**src/rtl/ttt_pkg.sv**
```systemverilog
// Shared types and codes for the tic-tac-toe turn controller.
package ttt_pkg;

   localparam int NUM_CELLS = 9;

   typedef enum logic [2:0] {
      IDLE    = 3'd0,
      X_TURN  = 3'd1,
      X_WRITE = 3'd2,
      O_TURN  = 3'd3,
      O_WRITE = 3'd4,
      CHECK   = 3'd5,
      DONE    = 3'd6
   } state_t;

   // Board cell codes
   localparam logic [1:0] EMPTY  = 2'b00;
   localparam logic [1:0] CELL_X = 2'b01;
   localparam logic [1:0] CELL_O = 2'b10;

   // Game result codes
   localparam logic [1:0] RES_NONE = 2'b00;
   localparam logic [1:0] RES_X    = 2'b01;
   localparam logic [1:0] RES_O    = 2'b10;
   localparam logic [1:0] RES_DRAW = 2'b11;

   // Turn indication reuses the cell code of the player to move
   function automatic logic [1:0] turn_of(input state_t s);
      case (s)
         X_TURN:  turn_of = CELL_X;
         O_TURN:  turn_of = CELL_O;
         default: turn_of = EMPTY;
      endcase
   endfunction

endpackage

```
**src/rtl/ttt_turn_ctrl_move_check.sv**
```systemverilog
// Combinational move legality check and one-hot cell decode.
// A position is legal when it is 1..9 and the addressed cell is empty.
module ttt_move_check
   import ttt_pkg::*;
(
   input  logic [3:0]             pos_i,
   input  logic [2*NUM_CELLS-1:0] board_i,
   output logic                   legal_o,
   output logic [NUM_CELLS-1:0]   onehot_o
);

   // Decode pos to a strobe and look up the addressed cell
   always_comb begin
      legal_o  = 1'b0;
      onehot_o = '0;
      for (int k = 0; k < NUM_CELLS; k++) begin
         if (pos_i == 4'(k + 1)) begin
            onehot_o[k] = 1'b1;
            legal_o     = (board_i[2*k +: 2] == EMPTY);
         end
      end
   end

endmodule

```
**src/rtl/ttt_turn_ctrl.sv**
```systemverilog
// Turn sequencer and move arbiter for the tic-tac-toe core.
// Optional turn timer is enabled by defining TTT_TIMEOUT_EN; without it the
// timeout output is tied low and TURN_TIMEOUT has no effect.
module ttt_turn_ctrl
   import ttt_pkg::*;
#(
   parameter int unsigned TURN_TIMEOUT = 255
) (
   input  logic                   clk_i,
   input  logic                   rst_i,
   input  logic                   play_i,
   input  logic                   x_req_i,
   input  logic [3:0]             x_pos_i,
   input  logic                   o_req_i,
   input  logic [3:0]             o_pos_i,
   input  logic [2*NUM_CELLS-1:0] board_i,
   input  logic [1:0]             win_i,
   input  logic                   nospc_i,
   output logic [NUM_CELLS-1:0]   x_pos_en_o,
   output logic [NUM_CELLS-1:0]   o_pos_en_o,
   output logic                   board_clr_o,
   output logic                   x_ack_o,
   output logic                   o_ack_o,
   output logic                   x_err_o,
   output logic                   o_err_o,
   output logic [1:0]             turn_o,
   output logic [1:0]             result_o,
   output logic [3:0]             move_cnt_o,
   output logic                   timeout_o
);

   state_t               state_q, state_d;
   logic                 nxt_o_q, nxt_o_d;     // O moves after the pending CHECK
   logic [1:0]           result_q, result_d;
   logic [3:0]           cnt_q, cnt_d;
   logic [NUM_CELLS-1:0] x_en_q, x_en_d, o_en_q, o_en_d;
   logic                 clr_q, clr_d;
   logic                 x_ack_q, x_ack_d, o_ack_q, o_ack_d;
   logic                 x_err_q, x_err_d, o_err_q, o_err_d;
   logic [1:0]           turn_q, turn_d;

   logic                   o_sel, req_sel, mv_legal;
   logic [3:0]             pos_sel;
   logic [2*NUM_CELLS-1:0] chk_board;
   logic [NUM_CELLS-1:0]   mv_onehot;

   // One checker shared by both players; the board write of the clear strobe
   // lands only at the end of the first turn cycle, so mask the board then.
   assign o_sel     = (state_q == O_TURN);
   assign req_sel   = o_sel ? o_req_i : x_req_i;
   assign pos_sel   = o_sel ? o_pos_i : x_pos_i;
   assign chk_board = clr_q ? '0 : board_i;

   ttt_move_check u_move_check (
      .pos_i    (pos_sel),
      .board_i  (chk_board),
      .legal_o  (mv_legal),
      .onehot_o (mv_onehot)
   );

`ifdef TTT_TIMEOUT_EN
   localparam int TW = (TURN_TIMEOUT > 2) ? $clog2(TURN_TIMEOUT) : 1;

   logic [TW-1:0] timer_q, timer_d;
   logic          in_turn, expire;
   logic          timeout_q, timeout_d;

   assign in_turn = (state_q == X_TURN) || (state_q == O_TURN);
   assign expire  = in_turn && (timer_q == TW'(TURN_TIMEOUT - 1));

   // Turn timer restarts on every state change and idles outside turns
   always_comb begin
      timer_d = '0;
      if (state_d == state_q && in_turn) timer_d = timer_q + 1'b1;
   end

   // Timer and timeout pulse registers
   always_ff @(posedge clk_i) begin
      if (rst_i) begin
         timer_q   <= '0;
         timeout_q <= 1'b0;
      end else begin
         timer_q   <= timer_d;
         timeout_q <= timeout_d;
      end
   end

   assign timeout_o = timeout_q;
`else
   logic unused_turn_timeout;
   assign unused_turn_timeout = (TURN_TIMEOUT == 0);
   assign timeout_o           = 1'b0;
`endif

   // Next-state and next-output logic; every output is registered
   always_comb begin
      state_d  = state_q;
      nxt_o_d  = nxt_o_q;
      result_d = result_q;
      cnt_d    = cnt_q;
      x_en_d   = '0;
      o_en_d   = '0;
      clr_d    = 1'b0;
      x_ack_d  = 1'b0;
      o_ack_d  = 1'b0;
      x_err_d  = 1'b0;
      o_err_d  = 1'b0;
`ifdef TTT_TIMEOUT_EN
      timeout_d = 1'b0;
`endif
      case (state_q)
         IDLE, DONE: begin
            if (play_i) begin
               clr_d    = 1'b1;
               cnt_d    = '0;
               result_d = RES_NONE;
               state_d  = X_TURN;
            end
         end
         X_TURN: begin
            if (x_req_i) begin
               if (mv_legal) begin
                  x_en_d  = mv_onehot;
                  x_ack_d = 1'b1;
                  cnt_d   = cnt_q + 4'd1;
                  nxt_o_d = 1'b1;
                  state_d = X_WRITE;
               end else begin
                  x_err_d = 1'b1;
               end
            end
         end
         O_TURN: begin
            if (o_req_i) begin
               if (mv_legal) begin
                  o_en_d  = mv_onehot;
                  o_ack_d = 1'b1;
                  cnt_d   = cnt_q + 4'd1;
                  nxt_o_d = 1'b0;
                  state_d = O_WRITE;
               end else begin
                  o_err_d = 1'b1;
               end
            end
         end
         X_WRITE, O_WRITE: state_d = CHECK;
         CHECK: begin
            if (win_i != RES_NONE) begin
               result_d = win_i;
               state_d  = DONE;
            end else if (nospc_i) begin
               result_d = RES_DRAW;
               state_d  = DONE;
            end else begin
               state_d = nxt_o_q ? O_TURN : X_TURN;
            end
         end
         default: state_d = IDLE;
      endcase
`ifdef TTT_TIMEOUT_EN
      // A legal move on the expiry cycle takes precedence over the forfeit
      if (expire && !(req_sel && mv_legal)) begin
         timeout_d = 1'b1;
         state_d   = (state_q == X_TURN) ? O_TURN : X_TURN;
      end
`endif
      turn_d = turn_of(state_d);
   end

   // State and output registers
   always_ff @(posedge clk_i) begin
      if (rst_i) begin
         state_q  <= IDLE;
         nxt_o_q  <= 1'b0;
         result_q <= RES_NONE;
         cnt_q    <= '0;
         x_en_q   <= '0;
         o_en_q   <= '0;
         clr_q    <= 1'b0;
         x_ack_q  <= 1'b0;
         o_ack_q  <= 1'b0;
         x_err_q  <= 1'b0;
         o_err_q  <= 1'b0;
         turn_q   <= EMPTY;
      end else begin
         state_q  <= state_d;
         nxt_o_q  <= nxt_o_d;
         result_q <= result_d;
         cnt_q    <= cnt_d;
         x_en_q   <= x_en_d;
         o_en_q   <= o_en_d;
         clr_q    <= clr_d;
         x_ack_q  <= x_ack_d;
         o_ack_q  <= o_ack_d;
         x_err_q  <= x_err_d;
         o_err_q  <= o_err_d;
         turn_q   <= turn_d;
      end
   end

   assign x_pos_en_o  = x_en_q;
   assign o_pos_en_o  = o_en_q;
   assign board_clr_o = clr_q;
   assign x_ack_o     = x_ack_q;
   assign o_ack_o     = o_ack_q;
   assign x_err_o     = x_err_q;
   assign o_err_o     = o_err_q;
   assign turn_o      = turn_q;
   assign result_o    = result_q;
   assign move_cnt_o  = cnt_q;

endmodule

```
**config.mk**
```make
export PLATFORM = sky130hd
export DESIGN_NAME = ttt_turn_ctrl
export DESIGN_NICKNAME = d
export VERILOG_FILES = /design/src/rtl/ttt_pkg.sv /design/src/rtl/ttt_turn_ctrl_move_check.sv /design/src/rtl/ttt_turn_ctrl.sv
export SDC_FILE = /design/constraint.sdc
export NUM_CORES = 1
export LEC_CHECK = 0
export ABC_AREA = 0
export BUFFER_PORTS_ARGS = -buffer_cell sky130_fd_sc_hd__buf_2
export CORE_MARGIN = 8
export CORE_UTILIZATION = 40
export DETAILED_ROUTE_END_ITERATION = 8
export PLACE_DENSITY = 0.72
export REMOVE_ABC_BUFFERS = 1
export SLEW_MARGIN = 20
export SYNTH_ARGS = -nofsm -noshare
export SYNTH_HDL_FRONTEND = slang
export SYNTH_SLANG_ARGS = --single-unit
export TNS_END_PERCENT = 20
```
**constraint.sdc**
```tcl
create_clock -name clk_i -period 2.3 [get_ports clk_i]
set_input_delay 0.115 -clock clk_i [delete_from_list [all_inputs] [get_ports clk_i]]
set_output_delay 0.115 -clock clk_i [all_outputs]
set_load 0.03 [all_outputs]
```
# After elaboration in Yosys (flattened, before gate mapping)
# Index checks and enable logic that the tools add are counted.
dict set report totals {
  reg_bits 35
  inputBits 34
  word_cells 111
}
dict set report classes {
  n_addsub 1
  eq_ne 23
  n_mux 48
  n_bitwise 5
  reduce_logical 22
}
# cell n
set ops {}
lappend ops {{$mux W1} 25}
lappend ops {{$mux W3} 7}
lappend ops {{$mux W4} 5}
lappend ops {{$logic_not A2 Y1} 9}
lappend ops {{$mux W18} 1}
lappend ops {{$eq A4 B3 Y1 const B} 4}
lappend ops {{$pmux W3 S5} 1}
lappend ops {{$pmux W4 S3} 1}
lappend ops {{$eq A3 B2 Y1 const B} 3}
lappend ops {{$eq A3 B3 Y1 const B} 3}
lappend ops {{$mux W9} 1}
lappend ops {{$eq A4 B2 Y1 const B} 2}
lappend ops {{$eq A4 B4 Y1 const B} 2}
lappend ops {{$mux W2} 4}
lappend ops {{$ne A2 B2 Y1 const B} 4}
lappend ops {{$pmux W2 S2} 2}
lappend ops {{$eq A3 B1 Y1 const B} 2}
lappend ops {{$reduce_bool A2 Y1} 3}
lappend ops {{$reduce_or A2 Y1} 3}
lappend ops {{$reduce_or A3 Y1} 2}
lappend ops {{$not A1 Y1} 5}
lappend ops {{$reduce_and A5 Y1} 1}
lappend ops {{$add A4 B1 Y4 const B} 1}
lappend ops {{$eq A4 B1 Y1 const B} 1}
lappend ops {{7 further kinds} 7}

# Logic depth before layout (Yosys ltp)
# Gate-level depths: netlist (run 1).
dict set report depth {
  word_depth 17
  mapped_depth 9
}

# By module
# Synthesis (run 1) repeated with hierarchy kept, for this count alone.
dict set report hier_totals {
  hier_cells 185
  area_unflattened_um2 1715.4
}
# module instances cells_each area_each_um2
set modules_own_cells {}
lappend modules_own_cells {ttt_turn_ctrl 1 155 1541.5}
lappend modules_own_cells {ttt_move_check 1 30 173.9}

# Least setup slack after synthesis (run 1)
# OpenSTA, ideal clock, no wires.
dict set report synth_path {
  path_type {register -> register}
  startpoint {reg state_q[2]}
  endpoint {reg turn_q[0] (netlist: turn_o[0])}
  setup_time_ns 0.060
  t_arrival_ns 1.985
  t_required_ns 2.240
  slack_ns 0.255
  stages_incl_launch_ff 9
  cell_sequence {dfxtp_1 -> buf_6 -> and3b_2 -> mux2i_4 -> nand2b_4 -> o31ai_4 -> nor3_4 -> mux2i_1 -> and3_1}
}
dict set report synth_via {
  elab_chain_cells 17
}
# element line_no
set synth_rtl {}
lappend synth_rtl {{from (decl)} ttt_turn_ctrl.sv:32} ;# state_t state_q, state_d;
lappend synth_rtl {{from (signal assigned)} ttt_turn_ctrl.sv:186} ;# state_q <= state_d;
lappend synth_rtl {{$eq A3 B2 Y1} {ttt_turn_ctrl.sv:49, ttt_turn_ctrl.sv:111}}
lappend synth_rtl {{$mux W4} ttt_turn_ctrl.sv:51} ;# assign pos_sel = o_sel ? o_pos_i : x_pos_i;
lappend synth_rtl {{$eq A4 B1 Y1} ttt_turn_ctrl_move_check.sv:17} ;# if (pos_i == 4'(k + 1)) begin
lappend synth_rtl {{$mux W1 (9 in series)} ttt_turn_ctrl_move_check.sv:17}
lappend synth_rtl {{$mux W3, on equally long branches} {ttt_turn_ctrl.sv:135, ttt_turn_ctrl.sv:122}}
lappend synth_rtl {{$mux W3, on equally long branches} {ttt_turn_ctrl.sv:134, ttt_turn_ctrl.sv:121}}
lappend synth_rtl {{$pmux W3 S5 (*)} ttt_turn_ctrl.sv:111} ;# case (state_q)
lappend synth_rtl {{$eq A3 B2 Y1 / $eq A3 B1 Y1 (equally long branches)} ttt_pkg.sv:29} ;# case (s)
lappend synth_rtl {{$pmux W2 S2 (*)} ttt_pkg.sv:29}
lappend synth_rtl {{to (signal assigned)} ttt_turn_ctrl.sv:197} ;# turn_q <= turn_d;
lappend synth_rtl {{to (decl)} ttt_turn_ctrl.sv:40} ;# logic [1:0] turn_q, turn_d;
# Mark *: on every way between the ends. The rest lies on a longest branch, timed or not.
# A chain may end at the register's enable or synchronous reset.

# Worst setup path after layout (run 1)
dict set report layout_path {
  startpoint {reg state_q[1]}
  endpoint {reg o_en_q[2] (netlist: o_pos_en_o[2])}
}
dict set report layout_via {
  elab_chain_cells 13
}
# element line_no
set layout_rtl {}
lappend layout_rtl {{$eq A3 B2 Y1 (*)} {ttt_turn_ctrl.sv:49, ttt_turn_ctrl.sv:111}}
lappend layout_rtl {{$mux W4} ttt_turn_ctrl.sv:51}
lappend layout_rtl {{$eq A4 B1 Y1} ttt_turn_ctrl_move_check.sv:17}
lappend layout_rtl {{$mux W1 (9 in series)} ttt_turn_ctrl_move_check.sv:17}
lappend layout_rtl {{$mux W9} ttt_turn_ctrl.sv:135} ;# if (mv_legal) begin
lappend layout_rtl {{to (signal assigned)} ttt_turn_ctrl.sv:191} ;# o_en_q <= o_en_d;
lappend layout_rtl {{to (decl)} ttt_turn_ctrl.sv:36} ;# logic [NUM_CELLS-1:0] x_en_q, x_en_d, o_en_q, o_en_d;
# Marked as above.

==> flow_summary_export.csv, run 1 <==
group,metric,value,unit
worst_setup_path,r2r_cells,8,
timing,timing.final.hold_violations,0,
worst_setup_path,worstSetupStartpointType,"register",
synth,synthArstFlopShare,0,
layout,finished_cell_area,0.002372,mm2
clocking,cts_tree,"yes",
grt,grt_max_degree,13,
min_path,min_delay_path_depth,2,
clocking,clockRootBuffer,"sky130_fd_sc_hd__clkbuf_8",
layout,layout-area-overhead-vs-synth,25.56,%
worst_setup_path,timing.critical_path.fanout_max,9,
timing,worst_hold_slack,0.1239,ns
timing,total_neg_setup_slack,0,ns
placed_design,gpl.final_weighted_congestion,0.8796,
route,vias,1816,
clocking,cts_buffer_depth,2,
route,drt_first_iter_violations,130,
route,wl_per_cell,14.51,um
floorplanning,die_width,84.73,um
worst_setup_path,setup.worst_path.start,"state_q[1]",
run,drv.max_cap_violation_count,0,
worst_setup_path,r2r-start,"state_q[1]",
synth,synth_largest_area_cell,"sky130_fd_sc_hd__dfxtp_1",
clocking,post_cts_hold_buffer_count,0,
timing,fin_skew,0.002701,ns
pwr,power.ir.vdd_worst,0.2473,mV
layout,post_route_cells_drive_above_1_share,0.3264,
route,post-route-drc-count,0,
layout,layout.core_utilization,0.5124,
floorplanning,std_cell_rows,25,
timing,fin_crit,2.132,ns
route,firstDrtPassIters,4,
timing,maxSlewViolCount,0,
grt,grt_util_all_layers,0.1379,
worst_setup_path,worst_r2r_endpoint,"o_pos_en_o[2]",
synth,synth.cell_area,0.001889,mm2
min_path,worst_hold_path.endpoint,"move_cnt_o[2]",
floorplanning,design.core.area,0.004629,mm2
synth,post_synth_xor_area_fraction,0.004636,
worst_setup_path,cp.required,2.52,ns
synth,muxShareOfSynthArea,0.04371,
placed_design,io_buffers,64,
min_path,hold_path_class,"input pin to register",
worst_setup_path,worst-setup-path-type,"register to register",
route,vias_per_cell,5.310,
synth,synth_seq_area_share,0.3709,
clocking,worst_setup_hold_path_clk_slew,0.07,ns
synth,dominantRegCellSynth,"sky130_fd_sc_hd__dfxtp_1",
layout,antenna-diode-count,0,
placed_design,place_hpwl,3979,um
synth,yosys.area_share.adder,0.006623,
synth,post_synth_edffs,0,
worst_setup_path,worst-r2r-setup-slack,0.17,ns
floorplanning,ioPinCount,66,
grt,initial_antenna_violation_count,0,
layout,most_frequent_standard_cell_in_the_layout_excluding_fill_and_tap_cells,"sky130_fd_sc_hd__buf_2",
floorplanning,area_enclosed_by_the_die_boundary,0.007178,mm2
route,drt-total-wl,4963,um
synth,largest_cells_by_area_after_synthesis,"sky130_fd_sc_hd__dfxtp_1, sky130_fd_sc_hd__nor2_1, sky130_fd_sc_hd__mux2i_1",
layout,most-common-layout-cells,"sky130_fd_sc_hd__buf_2, sky130_fd_sc_hd__nor2_1, sky130_fd_sc_hd__dfxtp_1",
timing,finalWorstSetupSlack,0.1685,ns
clocking,cts_made_buffers,5,
worst_setup_path,timing.critical_path.to_type,"register",
pwr,power-per-cell-area,607.9,mW/mm2
grt,grt-ovfl-total,0,
layout,number_of_nets_in_the_layout,322,
timing,grt_setup_unrepaired,"no",
placed_design,post_dp_cell_area,0.002252,mm2
clocking,ctsResizeCount,0,
synth,fraction_of_the_mapped_netlist_area_in_compound_gates,0.1881,
synth,synth_simple_gate_area_frac,0.3192,
timing,layout_worst_path_cycle_share,0.9267,
timing,setup_viol,0,
floorplanning,floorplan.initialDensity,0.4081,
min_path,hp-start,"rst_i",
synth,ys_warn_count,0,
synth,combinational_family_with_the_most_area_after_synthesis,"simple AND/OR/NAND/NOR gates",
route,ant_nets,0,
status,outcome,"completed",
grt,vias_in_the_first_global_route,1769,
clocking,htree_depth,2,
synth,syn_avg_cell_area,8.588,um2
pwr,reported_leakage_power,0.001094,uW
worst_setup_path,worstPathArrival,2.35,ns
grt,global_route_wire_length_before_repair,8176,um
floorplanning,die_height,84.73,um
synth,yosysTopAreaCellShare,0.3709,
clocking,worstSkewPairLatency,0.29,ns
placed_design,placement.setup.worst_slack,0.1687,ns
synth,distinct_cells_synth,55,
synth,synthCells,220,
clocking,cts_sinks,35,
synth,yosys_register_bits,35,
timing,clock.fmax,0.4692,GHz
worst max-delay path, cell delays in order, from the launching register on:
cell	delay, ns
sky130_fd_sc_hd__dfxtp_1	0.42
sky130_fd_sc_hd__and3b_2	0.28
sky130_fd_sc_hd__mux2i_4	0.30
sky130_fd_sc_hd__nand2b_4	0.19
sky130_fd_sc_hd__o31ai_4	0.10
sky130_fd_sc_hd__nor3_4	0.22
sky130_fd_sc_hd__buf_4	0.18
sky130_fd_sc_hd__nand4_4	0.18
sky130_fd_sc_hd__nor3_2	0.18
how the worst max path moves through the flow:
stage / endpoint / slack [ns] / depth (start not counted)
final: o_pos_en_o[2] / 0.17 / 8
after global routing: o_pos_en_o[2] / 0.02 / 8
after CTS: move_cnt_o[2] / 0.15 / 7
after detailed placement: move_cnt_o[2] / 0.17 / 8
after global placement: move_cnt_o[2] / 0.23 / 7
after floorplan: turn_o[0] / 0.02 / 7
where the power goes:
part           leakage [uW]  internal (uW)  switching, uW
clock network     0.0000581            322            227
logic              0.000753            101            160
registers          0.000283            620           11.7
synthesized netlist by cell type, drive strengths merged, types with 2 or more instances:
| master | instances |
|---|---|
| nand3 | 5 |
| buf | 10 |
| mux2i | 7 |
| o31ai | 4 |
| o22ai | 3 |
| clkbuf | 2 |
| nor2 | 37 |
| o311ai | 3 |
| nor4b | 3 |
| nand2 | 16 |
| nor3 | 12 |
| o211ai | 4 |
| o21ai | 4 |
| nor4bb | 2 |
| a31oi | 6 |
| nor2b | 6 |
| nand2b | 7 |
| o221ai | 2 |
| nor4 | 2 |
| nand3b | 7 |
| inv | 11 |
| nand4 | 2 |
| and3 | 3 |
| dfxtp | 35 |
| a21oi | 11 |
state kept, by name, indices dropped and copies added (netlist names), 2 cells and up:
| register | count |
|---|---|
| x_pos_en_o | 9 |
| turn_o | 2 |
| state_q | 3 |
| move_cnt_o | 4 |
| o_pos_en_o | 9 |
| result_o | 2 |
final cells by class:
| cell class | instances | area, um2 |
|---|---|---|
| fillers | 461 | 2257 |
| clock buffers | 5 | 68.82 |
| well taps | 54 | 67.56 |
| multi-input cells | 161 | 1066 |
| inverters | 12 | 45.04 |
| clock inverters | 3 | 43.79 |
| flip-flops and latches | 35 | 700.7 |
| repair buffers | 72 | 380.4 |
kinds of logic (layout without fill, tap and decap cells):
group	Yosys count	count (layout)
AND/OR/NAND/NOR	104	104
AO/OA/AOI/OAI	47	47
flip-flops	35	35
buffers and inverters	24	92
multiplexers	7	7
adder cells (fa/ha/maj)	1	1
other	1	1
XOR/XNOR	1	1
per-layer routing:
| metal | share of wire | vias to the layer above | global-route usage |
|---|---|---|---|
| met5 | 0 | - | 0 |
| met1 | 0.46 | 838 | 0.1689 |
| met2 | 0.47 | 54 | 0.2233 |
| met3 | 0.059 | 5 | 0.04000 |
| li1 | - | 919 | - |
| met4 | 0.014 | 0 | 0.04854 |
stage by stage:
| stage | total power (uW) | instances |
|---|---|---|
| 6_report | 1442 | 342 |
| 5_1_grt | 1497 | 342 |
| 4_1_cts | 1450 | 341 |
| 3_5_place_dp | 902.2 | 333 |
| 3_3_place_gp | 899.2 | 333 |
| 2_1_floorplan | 801.7 | 208 |
what timing repair did:
action	4_1_cts	5_1_grt
setup endpoints to repair	0	1
hold endpoints to repair	0	0
buffers inserted	0	1
Power figures use the tool's default switching activity.
==> run 2, diff against run 1 <==
- ABC_AREA: 0 -> 1
- PLACE_DENSITY: 0.72 -> 0.74
==> run 2 against run 1 <==
  * Final cell count up 2.3%
  * Register-to-register slack worse by 0.099 ns
  * Synthesized cell count unchanged
  * Final area down 4.2%
  * Via count is 11% lower
  * Routed wire length shrank 12%
  * Maximum frequency shrank 4.4%
  * Critical path type unchanged
  * Largest power group unchanged
==> flow_summary_export.csv, run 2 <==
group,metric,value,unit
route,vias,1621,
timing,fin_crit,2.231,ns
route,wl_per_cell,12.52,um
floorplanning,ioPinCount,66,
placed_design,placement.setup.worst_slack,0.03644,ns
floorplanning,std_cell_rows,23,
synth,dominantRegCellSynth,"sky130_fd_sc_hd__dfxtp_1",
grt,vias_in_the_first_global_route,1584,
status,outcome,"completed",
run,drv.max_cap_violation_count,0,
timing,timing.final.hold_violations,0,
synth,synthArstFlopShare,0,
worst_setup_path,worstPathArrival,2.41,ns
clocking,htree_depth,2,
timing,layout_worst_path_cycle_share,0.9699,
synth,synth_seq_area_share,0.4365,
layout,number_of_nets_in_the_layout,334,
route,post-route-drc-count,0,
floorplanning,die_height,79.35,um
layout,most-common-layout-cells,"sky130_fd_sc_hd__buf_2, sky130_fd_sc_hd__nand2_1, sky130_fd_sc_hd__nor2_1, sky130_fd_sc_hd__dfxtp_1, sky130_fd_sc_hd__inv_1",
synth,largest_cells_by_area_after_synthesis,"sky130_fd_sc_hd__dfxtp_1, sky130_fd_sc_hd__nand2_1, sky130_fd_sc_hd__nor2_1",
placed_design,post_dp_cell_area,0.001994,mm2
layout,finished_cell_area,0.002273,mm2
timing,maxSlewViolCount,0,
clocking,worstSkewPairLatency,0.29,ns
synth,ys_warn_count,0,
clocking,cts_made_buffers,5,
worst_setup_path,timing.critical_path.fanout_max,6,
pwr,power.ir.vdd_worst,0.3825,mV
layout,count_of_non_filler_cells_in_the_finished_layout,350,
grt,grt_util_all_layers,0.1380,
timing,finalWorstSetupSlack,0.06923,ns
min_path,hold_path_class,"input pin to register",
synth,post_synth_xor_area_fraction,0.01091,
synth,synthCells,220,
timing,worstMarginPinSlew,0.5018,ns
route,firstDrtPassIters,4,
grt,global_route_wire_length_before_repair,6941,um
synth,fraction_of_the_mapped_netlist_area_in_compound_gates,0.1068,
placed_design,io_buffers,64,
clocking,cts_sinks,35,
synth,distinct_cells_synth,29,
layout,final.fill_count,371,
pwr,power-per-cell-area,691.1,mW/mm2
layout,layout.core_utilization,0.5766,
placed_design,gpl.final_weighted_congestion,0.8963,
worst_setup_path,timing.critical_path.to_type,"register",
placed_design,dp_cells,334,
layout,antenna-diode-count,0,
synth,muxShareOfSynthArea,0,
clocking,post_cts_hold_buffer_count,0,
route,drt-total-wl,4383,um
floorplanning,floorplan.initialDensity,0.4072,
grt,grt-ovfl-total,0,
layout,most_frequent_standard_cell_in_the_layout_excluding_fill_and_tap_cells,"sky130_fd_sc_hd__buf_2",
pwr,reported_leakage_power,0.001111,uW
synth,synth_commonest_cells,"sky130_fd_sc_hd__nand2_1, sky130_fd_sc_hd__dfxtp_1, sky130_fd_sc_hd__nor2_1, sky130_fd_sc_hd__inv_1, sky130_fd_sc_hd__a21oi_1",
synth,post_synth_edffs,0,
synth,yosys_register_bits,35,
synth,synth_largest_area_cell,"sky130_fd_sc_hd__dfxtp_1",
route,drt_first_iter_violations,71,
synth,synth_simple_gate_area_frac,0.3507,
layout,post_route_cells_drive_above_1_share,0.4600,
clocking,cts_tree,"yes",
layout,layout-area-overhead-vs-synth,41.62,%
route,vias_per_cell,4.631,
timing,grt_setup_unrepaired,"yes",
worst_setup_path,cp.required,2.48,ns
synth,yosysTopAreaCellShare,0.4365,
timing,clock.fmax,0.4483,GHz
worst_setup_path,worstSetupStartpointType,"register",
synth,syn_avg_cell_area,7.297,um2
grt,initial_antenna_violation_count,0,
synth,yosys.cell_count.top_type,"sky130_fd_sc_hd__nand2_1",
synth,combinational_family_with_the_most_area_after_synthesis,"simple AND/OR/NAND/NOR gates",
floorplanning,die_width,79.35,um
grt,grt_max_degree,12,
worst_setup_path,worst-setup-path-type,"register to register",
timing,timing.slew.headroom,0.6629,
clocking,worst_setup_hold_path_clk_slew,0.07,ns
synth,yosys.area_share.adder,0.007794,
clocking,clockRootBuffer,"sky130_fd_sc_hd__clkbuf_8",
timing,fin_skew,0.006250,ns
floorplanning,area_enclosed_by_the_die_boundary,0.006296,mm2
floorplanning,design.core.area,0.003943,mm2
timing,setup_viol,0,
synth,synth.cell_area,0.001605,mm2
route,ant_nets,0,
placed_design,place_hpwl,3411,um
clocking,cts_buffer_depth,2,
==> run 2: cell families (layout without fill, tap and decap cells) <==
logic type,count (synthesis),after routing
compound gates,30,30
xor+xnor,2,2
fa+ha+maj,1,1
buf+inv,35,115
flops,35,35
other cells,1,1
simple gates,116,116
==> run 2: final timing paths <==
kind | cells after the start | slack [ns] | from | endpoint
worst max-delay path | 22 | 0.07 | state_q[2] | turn_o[1]
worst min register to register | 2 | 0.48 | nxt_o_q | nxt_o_q
worst min-delay path | 4 | 0.12 | win_i[1] | result_o[0]
worst max register to register | 22 | 0.07 | state_q[2] | turn_o[1]
==> run 2: metrics by stage <==
| step | hold slack, ns | power (uW) | TNS, ns |
|---|---|---|---|
| after floorplan | 0.1841 | 958.0 | 0 |
| after global placement | 0.4254 | 1078 | 0 |
| after detailed placement | 0.4296 | 1080 | 0 |
| after CTS | 0.1184 | 1514 | 0 |
| after global routing | 0.1431 | 1667 | -2.529 |
| final | 0.1199 | 1571 | 0 |
==> run 2: report_power, final <==
group          total (uW)  internal [uW]  switching (uW)
Clock                 430            207             223
Combinational         466            168             297
Sequential            675            646            28.8
Total                1570           1020             549
==> run 2: worst max-delay path: stages, from the launching register on <==
cell	delay [ns]
sky130_fd_sc_hd__dfxtp_2	0.34
sky130_fd_sc_hd__clkinv_4	0.06
sky130_fd_sc_hd__nand3_4	0.14
sky130_fd_sc_hd__nand2_1	0.12
sky130_fd_sc_hd__nand2_2	0.09
sky130_fd_sc_hd__nor2_4	0.14
sky130_fd_sc_hd__o211ai_1	0.11
sky130_fd_sc_hd__nand2_1	0.08
sky130_fd_sc_hd__nand2_1	0.06
sky130_fd_sc_hd__nand2_1	0.06
sky130_fd_sc_hd__nand2_1	0.05
sky130_fd_sc_hd__nand2_1	0.06
sky130_fd_sc_hd__nand2_1	0.04
sky130_fd_sc_hd__nand2_1	0.05
sky130_fd_sc_hd__nand2_1	0.05
sky130_fd_sc_hd__nand2_1	0.07
sky130_fd_sc_hd__nand2_2	0.09
sky130_fd_sc_hd__nand2_4	0.13
sky130_fd_sc_hd__nand2_1	0.09
sky130_fd_sc_hd__nand2_2	0.09
sky130_fd_sc_hd__nand3_4	0.09
sky130_fd_sc_hd__nand2_2	0.08
sky130_fd_sc_hd__nor2_2	0.03
==> run 2: cell type report <==
class,count,area [um2],share of cell area
flip-flops and latches,35,709.4,0.3121
clock buffers,5,68.82,0.03027
well taps,50,62.56,0.02752
repair buffers,75,406.6,0.1789
inverters,32,132.6,0.05834
multi-input cells,150,878.3,0.3864
clock inverters,3,15.01,0.006604
==> run 2: what timing repair did <==
action	CTS	global route
resized for setup	0	40
setup endpoints to repair	0	26
buffers inserted	0	8
==> run 2: per-layer routing <==
layer,vias up,track usage,wire [um]
li1,850,-,-
met1,708,0.1563,1851
met2,55,0.2251,2053
met3,8,0.05982,412
met4,0,0.05000,65
met5,-,0,0
